**config.mk**
```make
export PLATFORM = sky130hd
export DESIGN_NAME = index_capture_fifo
export DESIGN_NICKNAME = d
export VERILOG_FILES = /design/src/rtl/capture_pkg.sv /design/src/rtl/sync_fifo.sv /design/src/rtl/index_capture_fifo.sv
export SDC_FILE = /design/constraint.sdc
export NUM_CORES = 1
export LEC_CHECK = 0
export ABC_AREA = 1
export CAP_MARGIN = 20
export CELL_PAD_IN_SITES_DETAIL_PLACEMENT = 0
export CELL_PAD_IN_SITES_GLOBAL_PLACEMENT = 2
export CORE_ASPECT_RATIO = 1.75
export CORE_UTILIZATION = 34
export DETAILED_ROUTE_END_ITERATION = 7
export PLACE_DENSITY_LB_ADDON = 0.1
export SYNTH_ARGS = -nofsm -noshare
export SYNTH_HDL_FRONTEND = slang
export SYNTH_SLANG_ARGS = --single-unit
```
**constraint.sdc**
```tcl
create_clock -name clk -period 2.3 [get_ports clk]
set_clock_uncertainty 0.2 [all_clocks]
set_input_delay 0.69 -clock clk [delete_from_list [all_inputs] [get_ports clk]]
set_output_delay 0.69 -clock clk [all_outputs]
set_load 0.05 [all_outputs]
```
**src/rtl/capture_pkg.sv**
```systemverilog
// Shared types and sizing helpers for the index capture FIFO.
package capture_pkg;

  localparam int N_DEF     = 64;
  localparam int DEPTH_DEF = 4;
  localparam int K_DEF     = $clog2(N_DEF);

  typedef struct packed {
    logic             valid;
    logic [K_DEF-1:0] idx;
  } sample_t;

  // Pointer width carries one extra wrap bit so full and empty are distinguishable.
  function automatic int ptr_w(input int depth);
    return $clog2(depth) + 1;
  endfunction

endpackage

```
**src/rtl/sync_fifo.sv**
```systemverilog
// Single-clock FIFO with wrap-bit pointers, occupancy count and sticky drop flag.
module sync_fifo
  import capture_pkg::*;
#(
  parameter int W     = 6,
  parameter int DEPTH = 4,
  parameter int PW    = ptr_w(DEPTH)
) (
  input  logic          clk,
  input  logic          rst_n,
  input  logic          clear,
  input  logic          push,
  input  logic [W-1:0]  wdata,
  input  logic          pop,
  output logic [W-1:0]  rdata,
  output logic          empty,
  output logic          full,
  output logic [PW-1:0] count,
  output logic          overflow
);

  localparam int AW = PW - 1;

  logic [W-1:0]  mem [DEPTH];
  logic [PW-1:0] wptr;
  logic [PW-1:0] rptr;
  logic          ovf;
  logic          do_pop;
  logic          do_push;

  assign empty    = (wptr == rptr);
  assign full     = (wptr[PW-1] != rptr[PW-1]) && (wptr[AW-1:0] == rptr[AW-1:0]);
  assign count    = wptr - rptr;
  assign rdata    = mem[rptr[AW-1:0]];
  assign overflow = ovf;

  // A pop frees the head slot in the same cycle, so a full FIFO still accepts a push.
  always_comb begin
    do_pop  = 1'b0;
    do_push = 1'b0;
    if (pop && !empty) begin
      do_pop = 1'b1;
    end else begin
      do_pop = 1'b0;
    end
    if (push && (!full || do_pop)) begin
      do_push = 1'b1;
    end else begin
      do_push = 1'b0;
    end
  end

  // Pointer and overflow state; clear discards any push or pop of its cycle.
  always_ff @(posedge clk or negedge rst_n) begin
    if (!rst_n) begin
      wptr <= '0;
      rptr <= '0;
      ovf  <= 1'b0;
    end else if (clear) begin
      wptr <= '0;
      rptr <= '0;
      ovf  <= 1'b0;
    end else begin
      if (do_push) wptr <= wptr + {{(PW-1){1'b0}}, 1'b1};
      if (do_pop)  rptr <= rptr + {{(PW-1){1'b0}}, 1'b1};
      if (push && !do_push) ovf <= 1'b1;
    end
  end

  // Storage array, reset so the head reads zero during reset.
  always_ff @(posedge clk or negedge rst_n) begin
    if (!rst_n) begin
      for (int i = 0; i < DEPTH; i++) mem[i] <= '0;
    end else if (do_push && !clear) begin
      mem[wptr[AW-1:0]] <= wdata;
    end
  end

endmodule

```
**src/rtl/index_capture_fifo.sv**
```systemverilog
// Samples an asynchronous one-hot encoder index, filters unstable samples,
// and queues each newly settled index into a small FIFO.
module index_capture_fifo
  import capture_pkg::*;
#(
  parameter int N     = N_DEF,
  parameter int K     = $clog2(N),
  parameter int DEPTH = DEPTH_DEF
) (
  input  logic                    clk,
  input  logic                    rst_n,
  input  logic [K-1:0]            in_idx,
  input  logic                    in_valid,
  input  logic                    clear,
  output logic [K-1:0]            out_idx,
  output logic                    out_valid,
  input  logic                    out_ready,
  output logic [ptr_w(DEPTH)-1:0] count,
  output logic                    overflow
);

  typedef struct packed {
    logic         valid;
    logic [K-1:0] idx;
  } stage_t;

  if (DEPTH < 2 || (DEPTH & (DEPTH - 1)) != 0 || (2 ** K) < N) begin : g_bad_params
    $error("index_capture_fifo: illegal N/K/DEPTH combination");
  end

  stage_t       s1;
  stage_t       s2;
  logic         lv;
  logic [K-1:0] lidx;
  logic         stable;
  logic         fire;
  logic         empty;
  logic         full;

  // An event is a settled, valid index that differs from the last one captured.
  always_comb begin
    stable = (s1 == s2);
    fire   = 1'b0;
    if (stable && s2.valid && (!lv || (lidx != s2.idx))) begin
      fire = 1'b1;
    end else begin
      fire = 1'b0;
    end
  end

  // Two-stage sampler plus last-accepted record; unstable samples leave the record alone.
  always_ff @(posedge clk or negedge rst_n) begin
    if (!rst_n) begin
      s1   <= '0;
      s2   <= '0;
      lv   <= 1'b0;
      lidx <= '0;
    end else begin
      s1 <= '{valid: in_valid, idx: in_idx};
      s2 <= s1;
      if (clear) begin
        lv <= 1'b0;
      end else if (stable) begin
        if (!s2.valid) begin
          lv <= 1'b0;
        end else if (fire) begin
          lv   <= 1'b1;
          lidx <= s2.idx;
        end
      end
    end
  end

  sync_fifo #(
    .W     (K),
    .DEPTH (DEPTH)
  ) u_fifo (
    .clk      (clk),
    .rst_n    (rst_n),
    .clear    (clear),
    .push     (fire),
    .wdata    (s2.idx),
    .pop      (out_ready),
    .rdata    (out_idx),
    .empty    (empty),
    .full     (full),
    .count    (count),
    .overflow (overflow)
  );

  assign out_valid = !empty;

endmodule

```
**Yosys cells after proc, flatten, opt, wreduce, memory -nomap -nowiden**

Cells that the tools add are included.

- Add/subtract/negate cells: 3
- $lt $le $gt $ge: 3
- Eq/ne operators: 6
- Multiplexer cells: 19
- Bitwise gates (word level): 3
- Reduce and logical (&&, ||, !) cells: 21

Operators with widths:

| kind | number |
|---|---|
| 24-bit bitwise mux | 1 |
| 6-bit 2-to-1 mux | 3 |
| 6-bit binary-select mux with 2-bit select | 1 |
| 6-bit demux with 2-bit select | 1 |
| 3-bit 2-to-1 mux | 4 |
| 1-bit 2-to-1 mux | 9 |
| 1-bit logical AND | 8 |
| 2-bit nonzero test | 4 |
| 7-bit == test | 1 |
| 3-bit by 1-bit adder with 3-bit output, second input constant | 2 |
| 3-bit greater-or-equal comparator, second input constant | 2 |
| 6-bit inequality test | 1 |
| 2-bit inverter with 3-bit output | 2 |
| 1-bit zero test | 5 |
| 4-bit AND reduction | 1 |
| 3-bit == test | 1 |
| 3-bit by 1-bit < comparator with 1-bit output, second input constant | 1 |
| 3-bit by 2-bit inequality test with 1-bit output, second input constant | 1 |
| 3-bit subtractor | 1 |
| 2-bit == test | 1 |
| 1-bit logical OR | 2 |
| 2-bit AND reduction | 1 |
| 1-bit inequality test | 1 |
| 1-bit inverter | 1 |

- Flip-flop bits (word level): 52
- Bits of input ports: 11
- Output and inout port bits: 11
- Logic and storage cells: 68

**Depth between registers and ports, before layout**

- Word-level depth: 11
- Mapped depth: 13
- Depth with buffers taken out: 12

**Modules after synthesis**

From an unflattened synthesis, not the netlist that was laid out.

- Cell total of the unflattened synthesis: 300
- Area total of the unflattened synthesis: 2,516.2 um^2

Modules (own cells, without submodules):

| module | instances | cells an instance | area an instance (um^2) |
|---|---|---|---|
| sync_fifo | 1 | 203 | 1,604.0 |
| index_capture_fifo | 1 | 97 | 912.1 |

**Worst setup path after synthesis**

Ideal clock, no wire load.

- Kind: register -> output
- Start: reg u_fifo.wptr[0]
- End: out count[2]
- Data arrival time: 1.862 ns
- Setup slack: -0.452 ns
- Cell stages (with the launch flop): 5
- Buffers on the path: 0
- Cells stage by stage: dfrtp_1 -> inv_1 -> ha_1 -> fa_1 -> xnor2_1

- Cells in the longest elaborated chain, start to end: 1

RTL lines:

| element | RTL line | source |
|---|---|---|
| start, declared | sync_fifo.sv:25 | `logic [PW-1:0] wptr;` |
| start signal, assigned | sync_fifo.sv:64 | `if (do_push) wptr <= wptr + {{(PW-1){1'b0}}, 1'b1};` |
| 3-bit subtractor | sync_fifo.sv:33 | `assign count = wptr - rptr;` |
| end, declared | index_capture_fifo.sv:18 | `output logic [ptr_w(DEPTH)-1:0] count,` |

No other way between the ends.

**Worst setup path in the final report**

- Start: reg u_fifo.rptr[0]
- End: out count[1]

- Cells in the longest elaborated chain, start to end: 1

RTL lines:

| element | RTL line | source |
|---|---|---|
| start, declared | sync_fifo.sv:26 | `logic [PW-1:0] rptr;` |
| start signal, assigned | sync_fifo.sv:65 | `if (do_pop) rptr <= rptr + {{(PW-1){1'b0}}, 1'b1};` |
| 3-bit subtractor | sync_fifo.sv:33 |  |

No other way between the ends.

==> flow_metrics.env <==
export IMPL_status="complete, but fails checks"
export IMPL_violations="setup timing"
export IMPL_die_area_um2=8050
export IMPL_core_area_um2=7340
export IMPL_synth_area_um2=2610
export IMPL_post_route_min_period_ns=2.47
export IMPL_synth_top_area_frac=0.498
export IMPL_cts_hold_fix_buffers=0
export IMPL_fill_cells=742
export IMPL_p_leak_nw=1.69
export IMPL_sequentialPowerShare=0.433
export IMPL_cts_setup_buffers=0
export IMPL_synthesis_nets=337
export IMPL_postRouteAntennaNets=0
export IMPL_grt_antenna_before_repair=0
export IMPL_numCtsBuffers=5
export IMPL_setup_ws_ns=-0.167
export IMPL_syn_inst=318
export IMPL_grt_pass1_vias=2157
export IMPL_worstSetupStartpointType="flop"
export IMPL_vias=2168
export IMPL_cp_required_ns=1.41
export IMPL_internal_power_mw=1.61
export IMPL_portBuffers=21
export IMPL_nets=367
export IMPL_stdcell_area_um2=3340
export IMPL_rr_endpoint="u_fifo.mem[4]"
export IMPL_dr_pass1_iters=4
export IMPL_p_per_area_nw_per_um2=677
export IMPL_fp_row_count=41
export IMPL_synth_top_area_cell="dfrtp_1"
export IMPL_max_slew_margin_rel=0.738
export IMPL_r2r_start="s2[1]"
export IMPL_ios=22
export IMPL_seq_area_frac_synth=0.498
export IMPL_yosysWarnings=0
export IMPL_postPlaceCellArea_um2=3160
export IMPL_clkLatencyLatePin_ns=0.29
export IMPL_clock_path_buffers=2
export IMPL_p_comb_frac=0.228
export IMPL_grt_max_degree=53
export IMPL_dp_hpwl_um=4540
export IMPL_switchingPower_mw=0.652
export IMPL_antennaDiodeCount=0
export IMPL_reg2reg_slack_ns=0.11
export IMPL_cts_sinks=52
export IMPL_power_frac_clock=0.339
export IMPL_post_route_drc_count=0
export IMPL_crit_path_max_fanout=2
export IMPL_fin_crit_sh=1.07
export IMPL_regArea_um2=1300
export IMPL_multiInputGateArea_um2=1170
export IMPL_setup_viol=8
export IMPL_fmax_mhz=405
export IMPL_die_y_um=118
export IMPL_fin_util=0.455
export IMPL_die_x_um=68.2
export IMPL_crit_path_end_kind="primary output"
export IMPL_grt_pass1_wl_um=10600
export IMPL_start_util=0.356
export IMPL_grt_total_usage=0.180
export IMPL_arrival_ns=1.58
export IMPL_syn_to_final_growth_pct=27.7
export IMPL_syn_avg_cell_area_um2=8.21
export IMPL_maxCapViolations=0
export IMPL_ctsHtreeMaxLevel=2
export IMPL_hp_class="in2async"
export IMPL_worst_r2r_path_depth=10
export IMPL_layout_drive_gt1_share=0.178
export IMPL_gp_congestion=0.806
export IMPL_hold_viol_final=0
export IMPL_yosys_top_cells_area="dfrtp_1 50%, nand2_1 15%, nand4_1 6.7%"
export IMPL_ys_ff_latch=52
export IMPL_drt_iter0_markers=95
export IMPL_wl_per_cell_um=14.5
export IMPL_crit_type="reg2out"
export IMPL_rsz0062_at_grt="yes"
export IMPL_root_buffer="clkbuf_16"
export IMPL_slew_violations=0
export IMPL_viasPerCell=4.98
export IMPL_cts_tree="yes"
export IMPL_yosysUniqueCellTypes=25
export IMPL_gr_total_overflow=0
export IMPL_p_sw_frac=0.289
export IMPL_clkTransAtPathRegs_ns=0.07
export IMPL_tightest_slew_ns=0.393
export IMPL_drt_total_wl_um=6300
export IMPL_ir_drop_v=0.000314
## cells in the final DEF (no fill, tap or decap)
cell type,instances
o21ai_1,13
nor4_4,1
fa_2,1
clkbuf_1,1
xnor2_1,4
clkbuf_8,1
a211oi_1,1
ha_2,1
xor2_1,1
nor2_2,2
clkinv_1,1
nand4_1,28
clkbuf_16,5
buf_4,13
buf_2,1
ha_1,5
clkinvlp_4,1
ha_4,1
inv_1,23
xnor2_2,1
nand2_1,101
o21ai_0,9
o22ai_2,6
nand3_2,2
nand3_1,11
clkdlybuf4s50_1,9
nor2_8,1
nand3b_1,1
dfrtp_1,52
inv_2,11
a21oi_1,2
buf_12,14
nor2_1,25
## Yosys cell counts
| cell | count |
|---|---|
| nor2_1 | 25 |
| o21ai_1 | 7 |
| nand3_1 | 12 |
| nor2_2 | 2 |
| nand2_1 | 101 |
| clkinv_1 | 1 |
| fa_1 | 1 |
| inv_1 | 26 |
| nor4_4 | 1 |
| nand3_2 | 1 |
| a211oi_1 | 1 |
| o22ai_1 | 6 |
| nor2_8 | 1 |
| buf_2 | 5 |
| xnor2_1 | 5 |
| o21ai_0 | 15 |
| xor2_1 | 1 |
| clkbuf_1 | 7 |
| inv_2 | 8 |
| ha_1 | 7 |
| a21oi_1 | 2 |
| nand3b_1 | 1 |
| nand4_1 | 28 |
| buf_6 | 2 |
| dfrtp_1 | 52 |
## power groups by stage
stage	clock network, mW	logic (mW)	registers, mW
6_report	0.765	0.515	0.977
5_1_grt	0.836	0.556	0.982
4_1_cts	0.802	0.524	0.977
3_5_place_dp	0	0.512	0.995
3_3_place_gp	0	0.513	0.994
2_1_floorplan	0	0.276	0.983
## worst max-delay path by stage
| stage | endpoint | start | slack [ns] |
|---|---|---|---|
| 3_3_place_gp | u_fifo.wptr[2] | out_ready | -0.02 |
| 3_5_place_dp | u_fifo.mem[5] | out_ready | -0.001 |
| 2_1_floorplan | count[2] | u_fifo.wptr[0] | -0.17 |
| 5_1_grt | count[2] | u_fifo.rptr[0] | -0.22 |
| 4_1_cts | count[1] | u_fifo.rptr[0] | -0.18 |
| 6_report | count[1] | u_fifo.rptr[0] | -0.17 |
## through the flow
step                      setup slack [ns]  std cells  hold WS (ns)  total power [mW]  setup TNS [ns]
after floorplan                     -0.172        318         0.173              1.26          -0.172
after global placement             -0.0167        427         0.179              1.51         -0.0871
after detailed placement          -0.00111        427         0.183              1.51        -0.00164
after CTS                           -0.184        435         0.198              2.30           -1.26
after global routing                -0.215        435         0.209              2.37           -1.58
final                               -0.167        435         0.184              2.26           -1.04
## per-layer routing
metal  vias up  track usage  share of wire
met3         8       0.0320          0.019
met4         0       0.0885          0.023
met5         -            0              0
li1       1094            -              -
met2        35        0.296           0.53
met1      1031        0.216           0.43
## logic make-up after synthesis
| family | share of synthesized area |
|---|---|
| DFF | 0.498 |
| AOI/OAI and AO/OA | 0.0632 |
| and+or+nand+nor | 0.299 |
| adders and majority gates | 0.0412 |
| buffers and inverters | 0.0786 |
| xor gates and xnor gates | 0.0201 |
## worst max-delay path: stages, from the launching register on
cell and delay (ns):
dfrtp_1 0.39, ha_2 0.19, fa_2 0.52, inv_2 0.04, buf_12 0.14
## timing repair
| item | in CTS | in global routing |
|---|---|---|
| resized for setup | 13 | 0 |
| endpoints found under the setup margin | 9 | 8 |
| pin swaps | 2 | 2 |
## cell type report
cell class	count	share of cell area
clock buffers	7	0.0428
multi-input cells	217	0.351
clock inverters	1	0.00225
well taps	86	0.0323
flip-flops and latches	52	0.390
repair buffers	37	0.142
inverters	35	0.0394
## state kept, by name, summed over array words and instances (netlist names)
signal	cells
lidx	6
lv	1
s1	7
s2	7
u_fifo.mem	24
u_fifo.overflow	1
u_fifo.rptr	3
u_fifo.wptr	3
No activity file was read; power rests on OpenSTA's default activity.
